$ cat src/rtl/inst_fetch.sv
// Instruction fetch: PC sequencing, control-flow redirects and a 2-entry
// decode buffer in front of a single-cycle-latency instruction memory.
module inst_fetch #(
  parameter logic [31:0] RESET_PC = 32'h0000_0000
) (
  input  logic        clk,
  input  logic        rst,
  output logic        imem_req,
  output logic [31:0] imem_addr,
  input  logic [31:0] imem_rdata,
  output logic        id_valid,
  input  logic        id_ready,
  output logic [31:0] id_inst,
  output logic [31:0] id_pc,
  output logic [31:0] id_pc4,
  input  logic        redir_valid,
  input  logic [1:0]  redir_type,
  input  logic [31:0] redir_pc4,
  input  logic [15:0] redir_imm,
  input  logic [25:0] redir_addr,
  input  logic [31:0] redir_reg,
  input  logic        halt,
  output logic        fetch_err
);

  function automatic logic [31:0] redir_target(input logic [1:0]  typ,
                                               input logic [31:0] pc4,
                                               input logic [15:0] imm,
                                               input logic [25:0] jaddr,
                                               input logic [29:0] jreg_hi);
    logic signed [31:0] off;
    logic signed [31:0] sum;
    off = $signed({{14{imm[15]}}, imm, 2'b00});
    sum = $signed(pc4) + off;
    case (typ)
      2'b00:   redir_target = $unsigned(sum);
      2'b01:   redir_target = {pc4[31:28], jaddr, 2'b00};
      default: redir_target = {jreg_hi, 2'b00};
    endcase
  endfunction

  logic [31:0] pc_q, pc_d;
  logic [31:0] req_pc_q;
  logic [31:0] inst_q [2];
  logic [31:0] ipc_q  [2];
  logic        rd_ptr_q, rd_ptr_d;
  logic        wr_ptr_q, wr_ptr_d;
  logic [1:0]  count_q, count_d;
  logic        inflight_q;
  logic        discard_q;
  logic        fetch_err_q;

  logic        pop;
  logic        push;
  logic        flush;
  logic        jr_misaligned;
  logic [1:0]  occ;

  assign id_valid      = !rst && (count_q != 2'd0);
  assign id_inst       = inst_q[rd_ptr_q];
  assign id_pc         = ipc_q[rd_ptr_q];
  assign id_pc4        = id_pc + 32'd4;
  assign fetch_err     = fetch_err_q && !rst;

  assign pop           = id_valid && id_ready;
  // Reserved redirect type only blocks the request; it never flushes.
  assign flush         = redir_valid && (redir_type != 2'b11);
  assign push          = inflight_q && !discard_q && !flush;
  assign jr_misaligned = redir_valid && (redir_type == 2'b10) && (redir_reg[1:0] != 2'b00);

  // Count the outstanding response so the buffer can never overflow.
  assign occ       = count_q + {1'b0, inflight_q} - {1'b0, pop};
  assign imem_req  = !rst && !halt && !redir_valid && (occ < 2'd2);
  assign imem_addr = rst ? RESET_PC : pc_q;

  always_comb begin
    pc_d     = pc_q;
    rd_ptr_d = rd_ptr_q;
    wr_ptr_d = wr_ptr_q;
    count_d  = count_q;
    if (flush) begin
      pc_d     = redir_target(redir_type, redir_pc4, redir_imm, redir_addr, redir_reg[31:2]);
      rd_ptr_d = 1'b0;
      wr_ptr_d = 1'b0;
      count_d  = 2'd0;
    end else begin
      if (imem_req) pc_d = pc_q + 32'd4;
      if (pop)      rd_ptr_d = ~rd_ptr_q;
      if (push)     wr_ptr_d = ~wr_ptr_q;
      count_d = count_q + {1'b0, push} - {1'b0, pop};
    end
  end

  always_ff @(posedge clk) begin
    if (rst) begin
      pc_q        <= RESET_PC;
      rd_ptr_q    <= 1'b0;
      wr_ptr_q    <= 1'b0;
      count_q     <= 2'd0;
      inflight_q  <= 1'b0;
      discard_q   <= 1'b0;
      fetch_err_q <= 1'b0;
    end else begin
      pc_q        <= pc_d;
      rd_ptr_q    <= rd_ptr_d;
      wr_ptr_q    <= wr_ptr_d;
      count_q     <= count_d;
      inflight_q  <= imem_req;
      discard_q   <= flush;
      if (jr_misaligned) fetch_err_q <= 1'b1;
    end
  end

  // Buffer contents and request address carry no reset; occupancy guards them.
  always_ff @(posedge clk) begin
    if (push) begin
      inst_q[wr_ptr_q] <= imem_rdata;
      ipc_q[wr_ptr_q]  <= req_pc_q;
    end
    if (imem_req) req_pc_q <= pc_q;
  end

endmodule
$ cat config.mk
export PLATFORM = sky130hd
export DESIGN_NAME = inst_fetch
export DESIGN_NICKNAME = d
export VERILOG_FILES = /design/src/rtl/inst_fetch.sv
export SDC_FILE = /design/constraint.sdc
export NUM_CORES = 1
export LEC_CHECK = 0
export CORE_UTILIZATION = 45
export DETAILED_ROUTE_END_ITERATION = 6
export PLACE_DENSITY = 0.77
export SETUP_SLACK_MARGIN = 0.15
export SLEW_MARGIN = 20
export SYNTH_ARGS = -nofsm -noshare
export SYNTH_HDL_FRONTEND = slang
export SYNTH_SLANG_ARGS = --single-unit
$ cat constraint.sdc
create_clock -name clk -period 5.7 [get_ports clk]
set_input_delay 1.14 -clock clk [delete_from_list [all_inputs] [get_ports clk]]
set_output_delay 1.14 -clock clk [all_outputs]
set_load 0.03 [all_outputs]
==> results_dict.tcl, run 1 <==
set metrics [dict create \
    cts_made_buffers 17 \
    rsz0062_at_grt "false" \
    startpoint_type "register" \
    synth_edf_count 160 \
    synth_cells 984 \
    cp.required_ns 4.56 \
    timing.fmax_mhz 191.9 \
    clk_pin_slew_ns 0.07 \
    vias 8540 \
    outcome "completed" \
    yosysSeqAreaShare_pct 52.08 \
    htreeDepth 4 \
    finalNetCount 1430 \
    dr.pass1.iters 5 \
    final_area_sq_mm 0.01440 \
    cts_root_buffer "clkbuf_16" \
    cp_max_fo 50 \
    grt_max_degree 66 \
    worstMarginPinSlew_ns 0.8304 \
    wl_per_cell_um 17.99 \
    synthArstFlopShare_pct 0 \
    fin_crit_ns 5.210 \
    initial_core_util_pct 45.85 \
    dp.cells 1550 \
    n_antenna_cell 0 \
    drcViolationCount 0 \
    syn-mean-instance-area_sq_um 10.94 \
    dieWidth_um 156.7 \
    pin_count 276 \
    antenna_found_initial 0 \
    synth_ff_type "edfxtp_1" \
    place_area_sq_mm 0.01383 \
    area_growth_pct 33.82 \
    regArea_sq_mm 0.005609 \
    vias_per_cell 5.398 \
    final.fill_count 1873 \
    drt_iter0_drc 573 \
    setup_tns_ns 0 \
    clock-skew-final_ns 0.008983 \
    slew_viol_final 0 \
    track_usage_pct 23.20 \
    layout_common_cells "273 x clkdlybuf4s50_1, 160 x edfxtp_1, 91 x nor2_1" \
    die_h_um 156.7 \
    clock_path_buffers 2 \
    grt_first_pass_wirelength_mm 43.41 \
    endpoint_kind "output port" \
    mostFrequentLayoutCell "clkdlybuf4s50_1" \
    cts_sinks 200 \
    core.rowCount 56 \
    clock_latency_ns 0.43 \
    power_density_mw_per_mm2 235.1 \
    wl_mm 28.46 \
    synth_seq_cells 200 \
    syn_area_sq_mm 0.01076 \
    overflow 0 \
    yosysWarnings 0 \
    cts_tree "yes" \
    finalCritPeriodShare_pct 91.40 \
    hpwl_mm 21.83 \
    drive_gt1_share_pct 9.739 \
    cts_setup_buffers 0 \
    dpl_worst_slack_ns 0.8159 \
    gp_congestion 0.8799 \
    crit_type "register to output port" \
    synth_nets 1164 \
    core_area_sq_mm 0.02347 \
    synth_cell_type_count 80 \
    hp-class "register to register" \
    finalNonFillerCells 1582 \
    cap_violations 0 \
    grt_pass1_vias 8046 \
    die-area_sq_mm 0.02454 \
    setup_viol 0 \
    cp.arrival_ns 4.07 \
    total_power_mw 3.387 \
    multiInputGateArea_sq_mm 0.004850 \
    ant_nets 0 \
    port_buffers 275 \
    setup_ws_ns 0.4900 \
    leakagePower_nw 5.124 \
    relSlewSlack_pct 44.64 \
    peakVddDrop_mv 0.2153 \
    hold_viol 0 \
]
## synthesized netlist by cell type (4+ instances only)
cell type | n | area, sq um
a21o_1 | 18 | 135.1
nor3_1 | 20 | 100.1
edfxtp_1 | 160 | 4805
ha_1 | 34 | 425.4
o21ai_0 | 43 | 215.2
and3_1 | 13 | 81.33
inv_1 | 38 | 142.6
xor2_1 | 26 | 227.7
nand4_1 | 10 | 62.56
nand2b_1 | 5 | 31.28
o22ai_1 | 12 | 75.07
mux2_2 | 52 | 585.6
mux2i_1 | 12 | 120.1
nor2b_1 | 40 | 250.2
a21oi_1 | 60 | 300.3
nand3_1 | 27 | 135.1
a31oi_1 | 5 | 31.28
o211ai_1 | 4 | 30.03
or3_1 | 8 | 50.05
a211oi_1 | 13 | 97.59
o21a_1 | 8 | 60.06
clkbuf_1 | 19 | 71.32
nor2_1 | 92 | 345.3
dfxtp_1 | 40 | 800.8
and2_1 | 4 | 25.02
buf_4 | 4 | 30.03
nor4_1 | 8 | 50.05
buf_1 | 9 | 33.78
o31ai_1 | 6 | 45.04
o21bai_1 | 4 | 30.03
xnor2_1 | 35 | 306.5
or2_2 | 4 | 25.02
a211o_1 | 4 | 35.03
nand2_1 | 71 | 266.5
buf_2 | 8 | 40.04
## sequential cells by signal, indices dropped and copies added, names as in the netlist, named ones only
register     count
inflight_q       1
inst_q          64
pc_q            32
ipc_q           64
count_q          2
fetch_err_q      1
rd_ptr_q         1
wr_ptr_q         1
discard_q        1
req_pc_q        32
## worst max-delay path, stage by stage, from the launching register on
cell and delay (ns):
dfxtp_4 0.41, buf_4 0.51, buf_4 0.45, mux2_2 0.26
a21boi_0 0.37, nand3_1 0.19, nor2_1 0.18, nand3_1 0.11
nor2_1 0.13, nand4_1 0.14, xnor2_1 0.18, clkdlybuf4s50_1 0.68
## repair_timing
item                       CTS  global route
hold buffers                 0             0
setup endpoints to repair    0             2
gates resized for setup      0             1
## logic make-up after synthesis
family	after synthesis	share of synthesized area, %
DFF	200	52.08
xor gates and xnor gates	61	4.964
and+or+nand+nor	321	15.16
muxes	64	6.557
adders and majority gates	35	4.139
buffers and inverters	79	2.988
AOI/OAI and AO/OA	224	14.11
## layout make-up
type	count	area share, %
Inverter	39	1.016
Timing Repair Buffer	287	19.67
Sequential cell	200	38.95
Tap cell	319	2.771
Multi-Input combinational cell	705	33.67
Clock inverter	15	0.9730
Clock buffer	17	2.954
## routing by layer
metal	global-route usage (%)	share of wire [%]	vias to the layer above
met5	0	0	-
met4	6.723	1.5	0
met3	5.317	8.4	24
met2	38.58	47	356
met1	30.13	43	3982
li1	-	-	4178
## stage by stage
step | util (%) | hold slack (ns)
after floorplan | - | 0.4029
after global placement | 58.93 | 0.4242
after detailed placement | 58.93 | 0.4290
after CTS | 61.34 | 0.4414
after global routing | 61.36 | 0.4521
final | 61.36 | 0.4409
## power breakdown
| part | switching, mW | total, mW | leakage [nW] | internal, mW |
|---|---|---|---|---|
| sequential | 0.0409 | 1.66 | 1.78 | 1.62 |
| clock | 0.525 | 1.14 | 0.268 | 0.611 |
| combinational | 0.318 | 0.592 | 3.07 | 0.275 |
| total | 0.884 | 3.39 | 5.12 | 2.50 |
## path summary, 6_finish.rpt
kind                 from            to  slack [ns]  depth (start not counted)
min reg2reg  req_pc_q[15]  ipc_q[0][15]        0.44                          0
max              register    id_pc4[31]        0.49                         11
min          req_pc_q[15]  ipc_q[0][15]        0.44                          0
max reg2reg    count_q[1]      pc_q[11]        2.59                         14
Note: power is estimated with default switching activity, not from simulation.
==> run 2, diff against run 1 <==
CORE_MARGIN = 1   (was unset)
==> results of run 2 <==
Final layout, timing and power as in run 1 (identical DEF).
==> run 3, diff against run 2 <==
CORE_ASPECT_RATIO = 0.7   (was unset)
==> run 3 against run 2 <==
  * Clock skew increased by 0.0012 ns
  * Fmax decreased by 1.7%
  * Count of clock-buffer cells in the layout unchanged
  * Setup slack got worse by 0.092 ns
  * Global-route usage increased by 0.91 points
  * Non-clock buffer count decreased by 3
  * Core utilization increased by 1.1 points
  * Die area about the same
  * Sequential cell count unchanged
  * Via count increased by 1.1%
  * Register-to-register slack got worse by 0.28 ns
  * Critical path type unchanged
  * Largest power group unchanged
==> results_dict.tcl, run 3 (same netlist as run 1, synthesis figures left out) <==
set metrics [dict create \
    finalNetCount 1427 \
    clock-skew-final_ns 0.01017 \
    cts_root_buffer "clkbuf_16" \
    timing.fmax_mhz 188.6 \
    slew_viol_final 0 \
    pin_count 276 \
    cts_made_buffers 17 \
    rsz0062_at_grt "false" \
    drcViolationCount 0 \
    cp.required_ns 4.56 \
    layout_common_cells "273 x clkdlybuf4s50_1, 160 x edfxtp_1, 91 x nor2_1" \
    relSlewSlack_pct 39.66 \
    clock_path_buffers 2 \
    wl_mm 29.85 \
    clk_pin_slew_ns 0.07 \
    core_area_sq_mm 0.02308 \
    power_density_mw_per_mm2 241.2 \
    dpl_worst_slack_ns 0.8268 \
    hpwl_mm 22.77 \
    htreeDepth 4 \
    peakVddDrop_mv 0.2420 \
    port_buffers 275 \
    crit_type "register to output port" \
    antenna_found_initial 0 \
    wl_per_cell_um 18.99 \
    dieWidth_um 186.8 \
    mostFrequentLayoutCell "clkdlybuf4s50_1" \
    initial_core_util_pct 46.63 \
    vias_per_cell 5.491 \
    grt_pass1_vias 8220 \
    cts_tree "yes" \
    fin_crit_ns 5.302 \
    endpoint_kind "output port" \
    overflow 0 \
    dr.pass1.iters 5 \
    ant_nets 0 \
    setup_viol 0 \
    leakagePower_nw 5.136 \
    n_antenna_cell 0 \
    vias 8632 \
    die-area_sq_mm 0.02455 \
    drive_gt1_share_pct 9.603 \
    cap_violations 0 \
    setup_tns_ns 0 \
    cts_sinks 200 \
    cp.arrival_ns 4.16 \
    setup_ws_ns 0.3977 \
    gp_congestion 0.8874 \
    outcome "completed" \
    cp_max_fo 43 \
    finalCritPeriodShare_pct 93.02 \
    grt_max_degree 66 \
    die_h_um 131.4 \
    area_growth_pct 33.99 \
    drt_iter0_drc 569 \
    startpoint_type "register" \
    track_usage_pct 24.12 \
    grt_first_pass_wirelength_mm 46.18 \
    clock_latency_ns 0.43 \
    path_cells "buf_4, mux2_2, a21boi_0, nand3_1, nor2_1, nand3_1, nor2_1, nand4_1, xnor2_1, clkdlybuf4s50_1" \
    ctsHoldBuffers 0 \
    max_stage_delay_ns 0.69 \
    hold_viol 0 \
    core.rowCount 46 \
    slowest_stage "clkdlybuf4s50_1" \
    hp-class "register to register" \
    worstMarginPinSlew_ns 0.9051 \
    reg_top3 "inst_q: 64 flops, ipc_q: 64 flops" \
]
run 3: cell types whose count changed in the layout (fill, tap and decap cells not counted), sizes merged:
cell | before | now
bufinv | 1 | 2
clkinv | 5 | 3
buf | 14 | 11
inv | 44 | 47
clkinvlp | 4 | 2
run 3: stage by stage:
| stage | hold WS (ns) | utilization (%) | area (sq um) | instances | power [mW] |
|---|---|---|---|---|---|
| 2_1_floorplan | 0.4029 | - | 10760 | 984 | 2.022 |
| 3_3_place_gp | 0.4257 | 59.85 | 13810 | 1540 | 2.280 |
| 3_5_place_dp | 0.4296 | 59.85 | 13810 | 1540 | 2.288 |
| 4_1_cts | 0.4467 | 62.46 | 14420 | 1572 | 3.498 |
| 5_1_grt | 0.4507 | 62.49 | 14420 | 1572 | 3.607 |
| 6_report | 0.4447 | 62.49 | 14420 | 1572 | 3.479 |
run 3: report_power, final:
group	switching [mW]	internal [mW]	total, mW
combinational	0.326	0.275	0.601
sequential	0.0452	1.62	1.66
clock	0.550	0.666	1.22
run 3: critical path, delay by kind of cell, from the launching register on:
kind                   cells  cell delay [ns]
AO/OA/AOI/OAI              1             0.40
XOR/XNOR                   1             0.19
buffers and inverters      2             1.25
flip-flops                 1             0.68
multiplexers               1             0.30
AND/OR/NAND/NOR            5             0.89
run 3: worst paths after layout:
check,start,end,slack (ns),depth (start not counted)
setup / recovery,register,id_pc4[31],0.40,10
setup reg to reg,count_q[1],pc_q[11],2.31,14
hold reg to reg,req_pc_q[19],ipc_q[0][19],0.44,0
hold / removal,req_pc_q[19],ipc_q[0][19],0.44,0
run 3: cell type report:
cell class | count | area, sq um
tap | 312 | 390.4
fill | 1829 | 8658
clock inverter | 15 | 177.7
timing repair buffer | 284 | 2823
multi-input combinational | 705 | 4850
inverter | 39 | 146.4
sequential | 200 | 5609
clock buffer | 17 | 425.4
run 3: timing repair:
action                     CTS  global route
setup endpoints to repair    0             4
setup buffers                0             0
gates resized for setup      0             1
run 3: metal layers:
metal | GRT usage (%) | routed length, um | up-vias | part of all wire [%]
li1 | - | - | 4178 | -
met1 | 36.25 | 14430 | 4047 | 48
met2 | 35.72 | 12800 | 388 | 43
met3 | 4.941 | 2339 | 19 | 7.8
met4 | 4.964 | 287 | 0 | 0.96
met5 | 0 | 0 | - | 0
